## src/rtl/fp_addsub_arbiter_pkg.sv

```systemverilog
// fp_addsub_arbiter_pkg: shared FP add/sub request type and requester source encoding
package fp_addsub_arbiter_pkg;

    // Operand bundle handed to the add/sub datapath (91 bits).
    typedef struct packed {
        logic        add_sub;
        logic        num1_sign;
        logic [7:0]  num1_exp;
        logic [46:0] num1_mant;
        logic [31:0] num2;
        logic        num1_is_nan;
        logic        num1_is_zero;
    } fp_add_req_t;

    typedef enum logic {
        SRC_ALU_E = 1'b0,
        SRC_FMA_E = 1'b1
    } fp_src_e;

    localparam logic SRC_FMA = 1'b1;
    localparam logic SRC_ALU = 1'b0;

endpackage

```

## src/rtl/fp_addsub_arbiter_if.sv

```systemverilog
// fp_addsub_arbiter_if: requester, issue and completion signals of the FP add/sub arbiter
//   master: drives fma_*/alu_* requests, stall, flush; sees readies, issue_*, done_*, busy
//   slave : the arbiter side
interface fp_addsub_arbiter_if #(
    parameter int TAG_W = 5
);
    import fp_addsub_arbiter_pkg::*;

    logic             fma_valid;
    logic             fma_ready;
    fp_add_req_t      fma_req;
    logic [TAG_W-1:0] fma_tag;
    logic             alu_valid;
    logic             alu_ready;
    fp_add_req_t      alu_req;
    logic [TAG_W-1:0] alu_tag;
    logic             stall;
    logic             flush;
    logic             issue_valid;
    fp_add_req_t      issue_req;
    logic             done_valid;
    logic             done_src;
    logic [TAG_W-1:0] done_tag;
    logic             busy;

    modport master (
        output fma_valid, fma_req, fma_tag,
        output alu_valid, alu_req, alu_tag,
        output stall, flush,
        input  fma_ready, alu_ready,
        input  issue_valid, issue_req,
        input  done_valid, done_src, done_tag, busy
    );

    modport slave (
        input  fma_valid, fma_req, fma_tag,
        input  alu_valid, alu_req, alu_tag,
        input  stall, flush,
        output fma_ready, alu_ready,
        output issue_valid, issue_req,
        output done_valid, done_src, done_tag, busy
    );

endinterface

```

## src/rtl/fp_addsub_arbiter_tracker.sv

```systemverilog
// fp_inflight_tracker: LAT-deep {valid, src, tag} shift register mirroring the add/sub pipeline
//   i_adv   : advance one stage (low while the datapath is stalled)
//   i_flush : drop every in-flight entry
//   i_valid/i_src/i_tag : entry entering the datapath this cycle
//   o_valid/o_src/o_tag : entry whose result leaves the datapath this cycle
//   o_any   : any entry in flight
module fp_inflight_tracker #(
    parameter int LAT   = 3,
    parameter int TAG_W = 5
) (
    input  logic             clk,
    input  logic             reset,
    input  logic             i_adv,
    input  logic             i_flush,
    input  logic             i_valid,
    input  logic             i_src,
    input  logic [TAG_W-1:0] i_tag,
    output logic             o_valid,
    output logic             o_src,
    output logic [TAG_W-1:0] o_tag,
    output logic             o_any
);

    logic [LAT-1:0]   r_valid;
    logic [LAT-1:0]   r_src;
    logic [TAG_W-1:0] r_tag [LAT];

    // Flush only clears valid bits; stale src/tag are masked by the cleared valid.
    always_ff @(posedge clk) begin
        if (reset) begin
            r_valid <= '0;
            r_src   <= '0;
            for (int k = 0; k < LAT; k++) r_tag[k] <= '0;
        end else if (i_flush) begin
            r_valid <= '0;
        end else if (i_adv) begin
            r_valid[0] <= i_valid;
            r_src[0]   <= i_src;
            r_tag[0]   <= i_tag;
            for (int k = 1; k < LAT; k++) begin
                r_valid[k] <= r_valid[k-1];
                r_src[k]   <= r_src[k-1];
                r_tag[k]   <= r_tag[k-1];
            end
        end
    end

    assign o_valid = r_valid[LAT-1];
    assign o_src   = r_src[LAT-1];
    assign o_tag   = r_tag[LAT-1];
    assign o_any   = |r_valid;

endmodule

```

## src/rtl/fp_addsub_arbiter.sv

```systemverilog
// fp_addsub_arbiter: shares one LAT-cycle FP add/sub datapath between the FMA and ALU requesters
//   clk, reset : clock and synchronous active-high reset
//   bus        : fp_addsub_arbiter_if.slave -- requests, stall/flush, issue drive, completion, busy
//   Optional FP_ARB_ROUND_ROBIN_EN: alternate grants on conflict; otherwise FMA has fixed priority.
module fp_addsub_arbiter
    import fp_addsub_arbiter_pkg::*;
#(
    parameter int LAT   = 3,
    parameter int TAG_W = 5
) (
    input  logic                  clk,
    input  logic                  reset,
    fp_addsub_arbiter_if.slave    bus
);

    logic             w_ok;
    logic             w_grant_fma;
    logic             w_hs;
    logic             w_adv;
    logic             w_trk_any;
    logic             r_issue_valid;
    logic             r_issue_src;
    fp_add_req_t      r_issue_req;
    logic [TAG_W-1:0] r_issue_tag;

    // Grants are only offered when nothing blocks the pipe this edge.
    assign w_ok = !reset && !bus.stall && !bus.flush;

`ifdef FP_ARB_ROUND_ROBIN_EN
    logic r_ptr_fma;

    // On conflict the pointer picks; a lone valid requester always wins.
    assign w_grant_fma = !bus.alu_valid || (bus.fma_valid && r_ptr_fma);

    always_ff @(posedge clk) begin
        if (reset) r_ptr_fma <= 1'b1;
        else if (w_hs) r_ptr_fma <= !w_grant_fma;
    end
`else
    assign w_grant_fma = !bus.alu_valid || bus.fma_valid;
`endif

    assign bus.fma_ready = w_ok && w_grant_fma;
    assign bus.alu_ready = w_ok && !w_grant_fma;
    assign w_hs          = (bus.fma_valid && bus.fma_ready) || (bus.alu_valid && bus.alu_ready);
    assign w_adv         = !bus.stall;

    // The issue stage is the datapath's input register, so it freezes with stall
    // exactly like the tracker; otherwise a stalled op would be lost.
    always_ff @(posedge clk) begin
        if (reset) begin
            r_issue_valid <= 1'b0;
            r_issue_src   <= SRC_ALU;
            r_issue_req   <= '0;
            r_issue_tag   <= '0;
        end else if (bus.flush) begin
            r_issue_valid <= 1'b0;
        end else if (!bus.stall) begin
            r_issue_valid <= w_hs;
            if (w_hs) begin
                r_issue_src <= w_grant_fma ? SRC_FMA : SRC_ALU;
                r_issue_req <= w_grant_fma ? bus.fma_req : bus.alu_req;
                r_issue_tag <= w_grant_fma ? bus.fma_tag : bus.alu_tag;
            end
        end
    end

    fp_inflight_tracker #(
        .LAT   (LAT),
        .TAG_W (TAG_W)
    ) u_tracker (
        .clk     (clk),
        .reset   (reset),
        .i_adv   (w_adv),
        .i_flush (bus.flush),
        .i_valid (r_issue_valid),
        .i_src   (r_issue_src),
        .i_tag   (r_issue_tag),
        .o_valid (bus.done_valid),
        .o_src   (bus.done_src),
        .o_tag   (bus.done_tag),
        .o_any   (w_trk_any)
    );

    assign bus.issue_valid = r_issue_valid;
    assign bus.issue_req   = r_issue_req;
    assign bus.busy        = r_issue_valid || w_trk_any;

endmodule

```

## src/flat_wrapper.sv

```systemverilog
// flat-port wrapper written by rule: the top's interface ports become plain ports
module fp_addsub_arbiter_flat import fp_addsub_arbiter_pkg::*;
#(
    parameter int LAT   = 3,
    parameter int TAG_W = 5
)
  (clk, reset, bus_fma_valid, bus_fma_req, bus_fma_tag, bus_alu_valid, bus_alu_req, bus_alu_tag, bus_stall, bus_flush, bus_fma_ready, bus_alu_ready, bus_issue_valid, bus_issue_req, bus_done_valid, bus_done_src, bus_done_tag, bus_busy);
  fp_addsub_arbiter_if #(.TAG_W(TAG_W)) bus_i ();
  input  logic clk;
  input  logic reset;
  input wire logic [$bits(bus_i.fma_valid)-1:0] bus_fma_valid;
  input wire logic [$bits(bus_i.fma_req)-1:0] bus_fma_req;
  input wire logic [$bits(bus_i.fma_tag)-1:0] bus_fma_tag;
  input wire logic [$bits(bus_i.alu_valid)-1:0] bus_alu_valid;
  input wire logic [$bits(bus_i.alu_req)-1:0] bus_alu_req;
  input wire logic [$bits(bus_i.alu_tag)-1:0] bus_alu_tag;
  input wire logic [$bits(bus_i.stall)-1:0] bus_stall;
  input wire logic [$bits(bus_i.flush)-1:0] bus_flush;
  output wire logic [$bits(bus_i.fma_ready)-1:0] bus_fma_ready;
  output wire logic [$bits(bus_i.alu_ready)-1:0] bus_alu_ready;
  output wire logic [$bits(bus_i.issue_valid)-1:0] bus_issue_valid;
  output wire logic [$bits(bus_i.issue_req)-1:0] bus_issue_req;
  output wire logic [$bits(bus_i.done_valid)-1:0] bus_done_valid;
  output wire logic [$bits(bus_i.done_src)-1:0] bus_done_src;
  output wire logic [$bits(bus_i.done_tag)-1:0] bus_done_tag;
  output wire logic [$bits(bus_i.busy)-1:0] bus_busy;
  assign bus_i.fma_valid = bus_fma_valid;
  assign bus_i.fma_req = bus_fma_req;
  assign bus_i.fma_tag = bus_fma_tag;
  assign bus_i.alu_valid = bus_alu_valid;
  assign bus_i.alu_req = bus_alu_req;
  assign bus_i.alu_tag = bus_alu_tag;
  assign bus_i.stall = bus_stall;
  assign bus_i.flush = bus_flush;
  assign bus_fma_ready = bus_i.fma_ready;
  assign bus_alu_ready = bus_i.alu_ready;
  assign bus_issue_valid = bus_i.issue_valid;
  assign bus_issue_req = bus_i.issue_req;
  assign bus_done_valid = bus_i.done_valid;
  assign bus_done_src = bus_i.done_src;
  assign bus_done_tag = bus_i.done_tag;
  assign bus_busy = bus_i.busy;
  fp_addsub_arbiter #(.LAT(LAT), .TAG_W(TAG_W)) u_core (.clk(clk), .reset(reset), .bus(bus_i));
endmodule
```

## config.mk

```make
export PLATFORM = sky130hd
export DESIGN_NAME = fp_addsub_arbiter_flat
export DESIGN_NICKNAME = d
export VERILOG_FILES = /design/src/rtl/fp_addsub_arbiter_pkg.sv /design/src/rtl/fp_addsub_arbiter_if.sv /design/src/rtl/fp_addsub_arbiter_tracker.sv /design/src/rtl/fp_addsub_arbiter.sv /design/src/flat_wrapper.sv
export SDC_FILE = /design/constraint.sdc
export NUM_CORES = 1
export LEC_CHECK = 0
export BUFFER_PORTS_ARGS = -buffer_cell sky130_fd_sc_hd__buf_2
export CELL_PAD_IN_SITES_DETAIL_PLACEMENT = 2
export CELL_PAD_IN_SITES_GLOBAL_PLACEMENT = 2
export CORE_MARGIN = 3
export CORE_UTILIZATION = 27
export CTS_CLUSTER_SIZE = 25
export DETAILED_ROUTE_END_ITERATION = 10
export MAX_ROUTING_LAYER = met4
export PLACE_DENSITY = 0.82
export SYNTH_ARGS = -nofsm -noshare
export SYNTH_HDL_FRONTEND = slang
export SYNTH_SLANG_ARGS = --single-unit
```

## constraint.sdc

```tcl
create_clock -name clk -period 3.5 [get_ports clk]
set_input_delay 0.35 -clock clk [delete_from_list [all_inputs] [get_ports clk]]
set_output_delay 0.35 -clock clk [all_outputs]
set_load 0.01 [all_outputs]
```

=== Yosys cells after proc, flatten, opt, wreduce, memory -nomap -nowiden ===
Memory sizes are Yosys's and may differ from the RTL's.
Index checks and enable logic that the tools add are counted.

* Output and inout port bits: 102
* Bits of input ports: 198
* Memories: 1
* Memory bits (read-only): 0
* Logic and storage cells: 48
* Bits in writable memories: 15
* Flip-flop bits (word level): 104
* Bits in latches: 0

* Bitwise operators: 5
* Equality and inequality tests: 0
* $lt $le $gt $ge: 0
* Multiplexer cells: 12
* Shifts and indexed selects: 0
* Reductions and logical operators: 18
* Multiply operators: 0
* Add/sub/neg operators: 0
* Div/mod/pow operators: 0

{| class="wikitable"
|+ Memory list
! memory !! depth !! bits a word !! rd ports !! clocked after Yosys merged registers in !! wr ports !! line !! source
|-
| u_core.u_tracker.r_tag || 3 || 5 || 3 || 0 || 3 || fp_addsub_arbiter_tracker.sv:26 || <nowiki>logic [TAG_W-1:0] r_tag [LAT];</nowiki>
|}

{| class="wikitable"
|+ Operators with widths
! operator !! count
|-
| 91-bit two-way mux || 1
|-
| 5-bit two-way mux || 4
|-
| 1-bit two-way mux || 7
|-
| 1-bit logical AND || 6
|-
| 1-bit zero test || 5
|-
| 1-bit logical OR || 3
|-
| 1-bit OR || 3
|-
| 3-bit AND reduction || 1
|-
| 3-bit OR reduction || 1
|-
| 1-bit NOT || 2
|-
| 2-bit AND reduction || 1
|-
| 2-bit OR reduction || 1
|}

=== Logic depth before layout (Yosys ltp) ===
* Depth after elaboration: 7
* Gate-level depth with buffers: 7
* Mapped depth without buffers: 3

=== Hierarchy ===
From an unflattened synthesis, not the netlist that was laid out.

* Cells, all modules: 515
* Area total of the unflattened synthesis: 5,565.3 um^2

{| class="wikitable"
|+ Modules (own cells, without submodules)
! module !! instances !! seq. area each (um^2) !! cells each !! area an instance (um^2)
|-
| fp_addsub_arbiter || 1 || 1,961.9 || 453 || 4,695.8
|-
| fp_inflight_tracker || 1 || 570.5 || 62 || 869.6
|}

=== Worst setup path before layout ===
Ideal clock, no wire load.

* Path kind: input to output
* Start: input port bus_flush
* End: output port bus_fma_ready
* Cell stages on the path: 5
* Required time: 3.150 ns
* Path slack: 1.785 ns
* Data arrival time: 1.365 ns
* Buffers on the path: 3
* Cells stage by stage: clkbuf_1 -> nor3_4 -> buf_4 -> clkbuf_1 -> and2_1

* Longest elaborated chain between the ends: 3

{| class="wikitable"
|+ Ends and longest elaborated chain
! what !! line !! source
|-
| start, declared || flat_wrapper.sv:18 || <nowiki>input wire logic [$bits(bus_i.flush)-1:0] bus_flush;</nowiki>
|-
| 1-bit zero test || fp_addsub_arbiter.sv:27 || <nowiki>assign w_ok = !reset && !bus.stall && !bus.flush;</nowiki>
|-
| 1-bit logical AND || fp_addsub_arbiter.sv:27 ||
|-
| 1-bit logical AND || fp_addsub_arbiter.sv:43 || <nowiki>assign bus.fma_ready = w_ok && w_grant_fma;</nowiki>
|-
| end, declared || flat_wrapper.sv:19 || <nowiki>output wire logic [$bits(bus_i.fma_ready)-1:0] bus_fma_ready;</nowiki>
|}

Every way passes these cells.

=== Worst setup path after layout ===
* Start: input port bus_stall
* End: register u_core.r_issue_req, in the netlist u_core.bus.issue_req[50]

* Longest elaborated chain between the ends: 7

{| class="wikitable"
|+ Ends and longest elaborated chain
! what !! line !! source
|-
| start, declared || flat_wrapper.sv:17 || <nowiki>input wire logic [$bits(bus_i.stall)-1:0] bus_stall;</nowiki>
|-
| 1-bit zero test || fp_addsub_arbiter.sv:27 ||
|-
| 1-bit logical AND (2 in a row) || fp_addsub_arbiter.sv:27 ||
|-
| 1-bit logical AND, on equally long branches || fp_addsub_arbiter.sv:43, fp_addsub_arbiter.sv:44 ||
|-
| 1-bit logical AND || fp_addsub_arbiter.sv:45 || <nowiki>assign w_hs = (bus.fma_valid && bus.fma_ready) || (bus.alu_valid && bus.alu_ready);</nowiki>
|-
| 1-bit logical OR || fp_addsub_arbiter.sv:45 ||
|-
| 3-bit AND reduction (no source line) (*) || -- ||
|-
| end signal, assigned || fp_addsub_arbiter.sv:62 || <nowiki>r_issue_req <= w_grant_fma ? bus.fma_req : bus.alu_req;</nowiki>
|-
| end, declared || fp_addsub_arbiter.sv:23 || <nowiki>fp_add_req_t r_issue_req;</nowiki>
|}

Every way passes the cells marked *; elsewhere a longest branch is shown, timed or not.
A chain may end at the register's enable or synchronous reset.

==> reports/metrics.cfg <==
[yosys]
synth_area_sq_um = 5460
syn_inst = 512
yosysUniqueCellTypes = 24
ys_warn_count = 0
synth.area.top_cells = dfxtp_1 38%, mux2i_1 18%, a211oi_1 9.2%
avgSynthCellArea_sq_um = 10.7
synth_seq_cells = 119
synth_top_area_share_pct = 38.1
syn_nets = 710
seq_area_frac_synth_pct = 46.4
yosysTopAreaCell = dfxtp_1

[clock_network]
cts_resized = 0
cts_tree = built
clock_path_buffers = 2
cts-hold-fix-buffers = 0
post_cts_buffers = 0
worstSkewPairLatency_ns = 0.41
cts_max_level = 4
clock_sinks = 119
cts_buffers = 17
cts_root_buf = clkbuf_16
clkTransAtPathRegs_ns = 0.06

[placement]
placedInstanceArea_sq_um = 7030
dp_hpwl_mm = 13.9
placement.io_buffers = 299
place.gp.congestion = 0.699

[worst_setup_path]
required_ns = 3.75
crit_path_max_fanout = 51
crit_family = simple AND/OR/NAND/NOR gates
crit_arrival_ns = 2.32
cp-start-kind = input port
crit_path_max_incr_delay_ns = 0.66
path_cells = buf_2 > nor3_4 > and2_4 > buf_12 > a211oi_1
crit_type = input port to register
critPathSlowestCell = and2_4
cp-end-kind = register
cp_num_buf_inv = 2

[detailed_routing]
finalWirelength_mm = 19.1
drt_pass1_iterations = 4
drtIter0Drc = 160
ant_nets = 0
wl_per_cell_um = 18.2
drc = 0
num_vias = 5042
viasPerCell = 4.79

[grt]
grt_overflow = 0
grt_max_degree = 98
grt_pass1_vias = 5430
antenna_found_initial = 0
grt_use_total_pct = 17.3
grt_pass1_wl_mm = 29.7

[timing]
fin_crit_ns = 2.07
drv_slew = 0
setup_tns_ns = 0
final-setup-viol-count = 0
clock.fmax_mhz = 484
skew_ns = 0.00560
worst_slew_margin_rel_pct = 31.4
finalCritPeriodShare_pct = 59.1
rsz0062_at_grt = false
timing.final.hold_violations = 0
worstMarginPinSlew_ns = 1.03

[min_path]
hold_path_class = input port to register

[power_and_ir_drop]
p_per_area_nw_per_um2 = 488
p_clk_share_pct = 46.9
seqPwrFrac_pct = 39.6
ir_drop_mv = 0.298
p_switching_uw = 988
p_int_uw = 2740
power_frac_comb_pct = 13.5
switching_share_pct = 26.5
p_leak_uw = 0.00373

[die]
initial_core_util_pct = 27.8
die_area_sq_um = 22000
die_w_um = 148
die_y_um = 148
ioPinCount = 300
core_area_sq_um = 19700
row_count = 51

[final_layout]
fin_nets = 972
drive_gt1_share_pct = 47.1
area_delta_synth_final_pct = 39.7
design_area_sq_um = 7630
antennaDiodeCount = 0

[run]
drv_cap = 0

[status]
status = finished clean

cells in the mapped netlist:
| cell | number |
|---|---|
| inv_1 | 1 |
| nor3_4 | 1 |
| buf_2 | 26 |
| nand2_1 | 2 |
| mux2i_1 | 100 |
| dfxtp_1 | 104 |
| or2_1 | 1 |
| nor2_1 | 2 |
| buf_1 | 1 |
| nand2b_1 | 2 |
| and2_1 | 17 |
| o21ai_1 | 1 |
| clkbuf_1 | 22 |
| nor4_1 | 1 |
| a211oi_2 | 29 |
| a211oi_1 | 67 |
| a22o_1 | 2 |
| a21oi_1 | 97 |
| edfxtp_1 | 15 |
| or4_1 | 1 |
| buf_6 | 6 |
| nor3_1 | 4 |
| buf_4 | 9 |
| o21ai_0 | 1 |
area by class of cell:
class | instances | area (sq um)
Fill cell | 2216 | 12000
Multi-Input combinational cell | 328 | 2580
Sequential cell | 119 | 2530
Timing Repair Buffer | 307 | 1580
Clock buffer | 17 | 425
Tap cell | 265 | 332
Clock inverter | 15 | 166
Inverter | 1 | 3.75
cells by family after synthesis:
family / Yosys count / synth area share [%]
AOI/OAI and AO/OA: 197 / 25.3
buffers and inverters: 65 / 6.51
DFF: 119 / 46.4
muxes: 100 / 18.3
and+or+nand+nor: 31 / 3.48
power groups by stage:
| stage | Combinational, uW | Clock (uW) | Sequential, uW |
|---|---|---|---|
| after floorplan | 261 | 0 | 1520 |
| after global placement | 497 | 0 | 1500 |
| after detailed placement | 511 | 0 | 1500 |
| after CTS | 514 | 1800 | 1480 |
| after global routing | 555 | 1860 | 1480 |
| final | 502 | 1750 | 1480 |
cell usage in the layout, fill, tap and decap left out:
cell type and n:
nand2b_4 1, nand2b_1 1, buf_4 7, dfxtp_1 104
nor4_1 1, clkinv_4 3, and2_1 16, clkinvlp_4 1
nand2_1 2, clkbuf_16 17, mux2i_1 100, buf_12 2
a211oi_1 67, edfxtp_1 15, o21ai_1 1, and2_4 1
a21oi_1 97, nor3_1 4, a211oi_2 29, buf_2 298
or2_4 1, clkinv_2 1, a22o_1 2, inv_6 6
o21ai_0 1, nor3_4 1, inv_8 1, inv_1 1
or4_1 1, clkinv_1 1, nor2_1 2, bufinv_16 2
path summary, 6_finish.rpt:
kind,startpoint,endpoint,slack (ns),cells past startpoint
setup reg to reg,u_core.bus.issue_req[50],u_core.bus.issue_req[50],2.73,2
hold reg to reg,u_core.u_tracker.r_src[2],u_core.u_tracker.r_src[2],0.48,1
setup / recovery,bus_stall,u_core.bus.issue_req[50],1.43,5
hold / removal,bus_fma_valid,u_core.r_issue_src,0.21,3
tightest hold or removal path: cells and delay by family:
| kind | cells | cell delay, ns |
|---|---|---|
| buffers and inverters | 1 | 0.10 |
| AOI/OAI and AO/OA | 1 | 0.07 |
| and+or+nand+nor | 1 | 0.05 |
flip-flops by register name, indices dropped and copies added (netlist names):
register and cells:
u_core.bus.issue_req 91, u_core.u_tracker.r_tag 15, u_core.r_issue_tag 5, u_core.u_tracker.r_src 3
u_core.u_tracker.r_valid 3, u_core.bus.issue_valid 1, u_core.r_issue_src 1
per-stage QoR:
step           util, %  hold slack [ns]  total power [uW]  instances  setup WS, ns
2_1_floorplan        -            0.432              1790        512          1.78
3_3_place_gp      35.8            0.457              2000       1020          1.08
3_5_place_dp      35.8            0.459              2020       1020          1.01
4_1_cts           38.8            0.192              3790       1052          1.45
5_1_grt           38.8            0.222              3900       1052          1.31
6_report          38.8            0.208              3720       1052          1.43
metal layers:
metal  vias to the layer above  share of wire (%)  track usage, %
met3                        18                7.1            4.81
met4                         0                1.3            5.08
met5                         -                  0               -
li1                       2453                  -               -
met2                       192                 49            28.6
met1                      2379                 42            20.7
(Power assumes the default switching activity.)
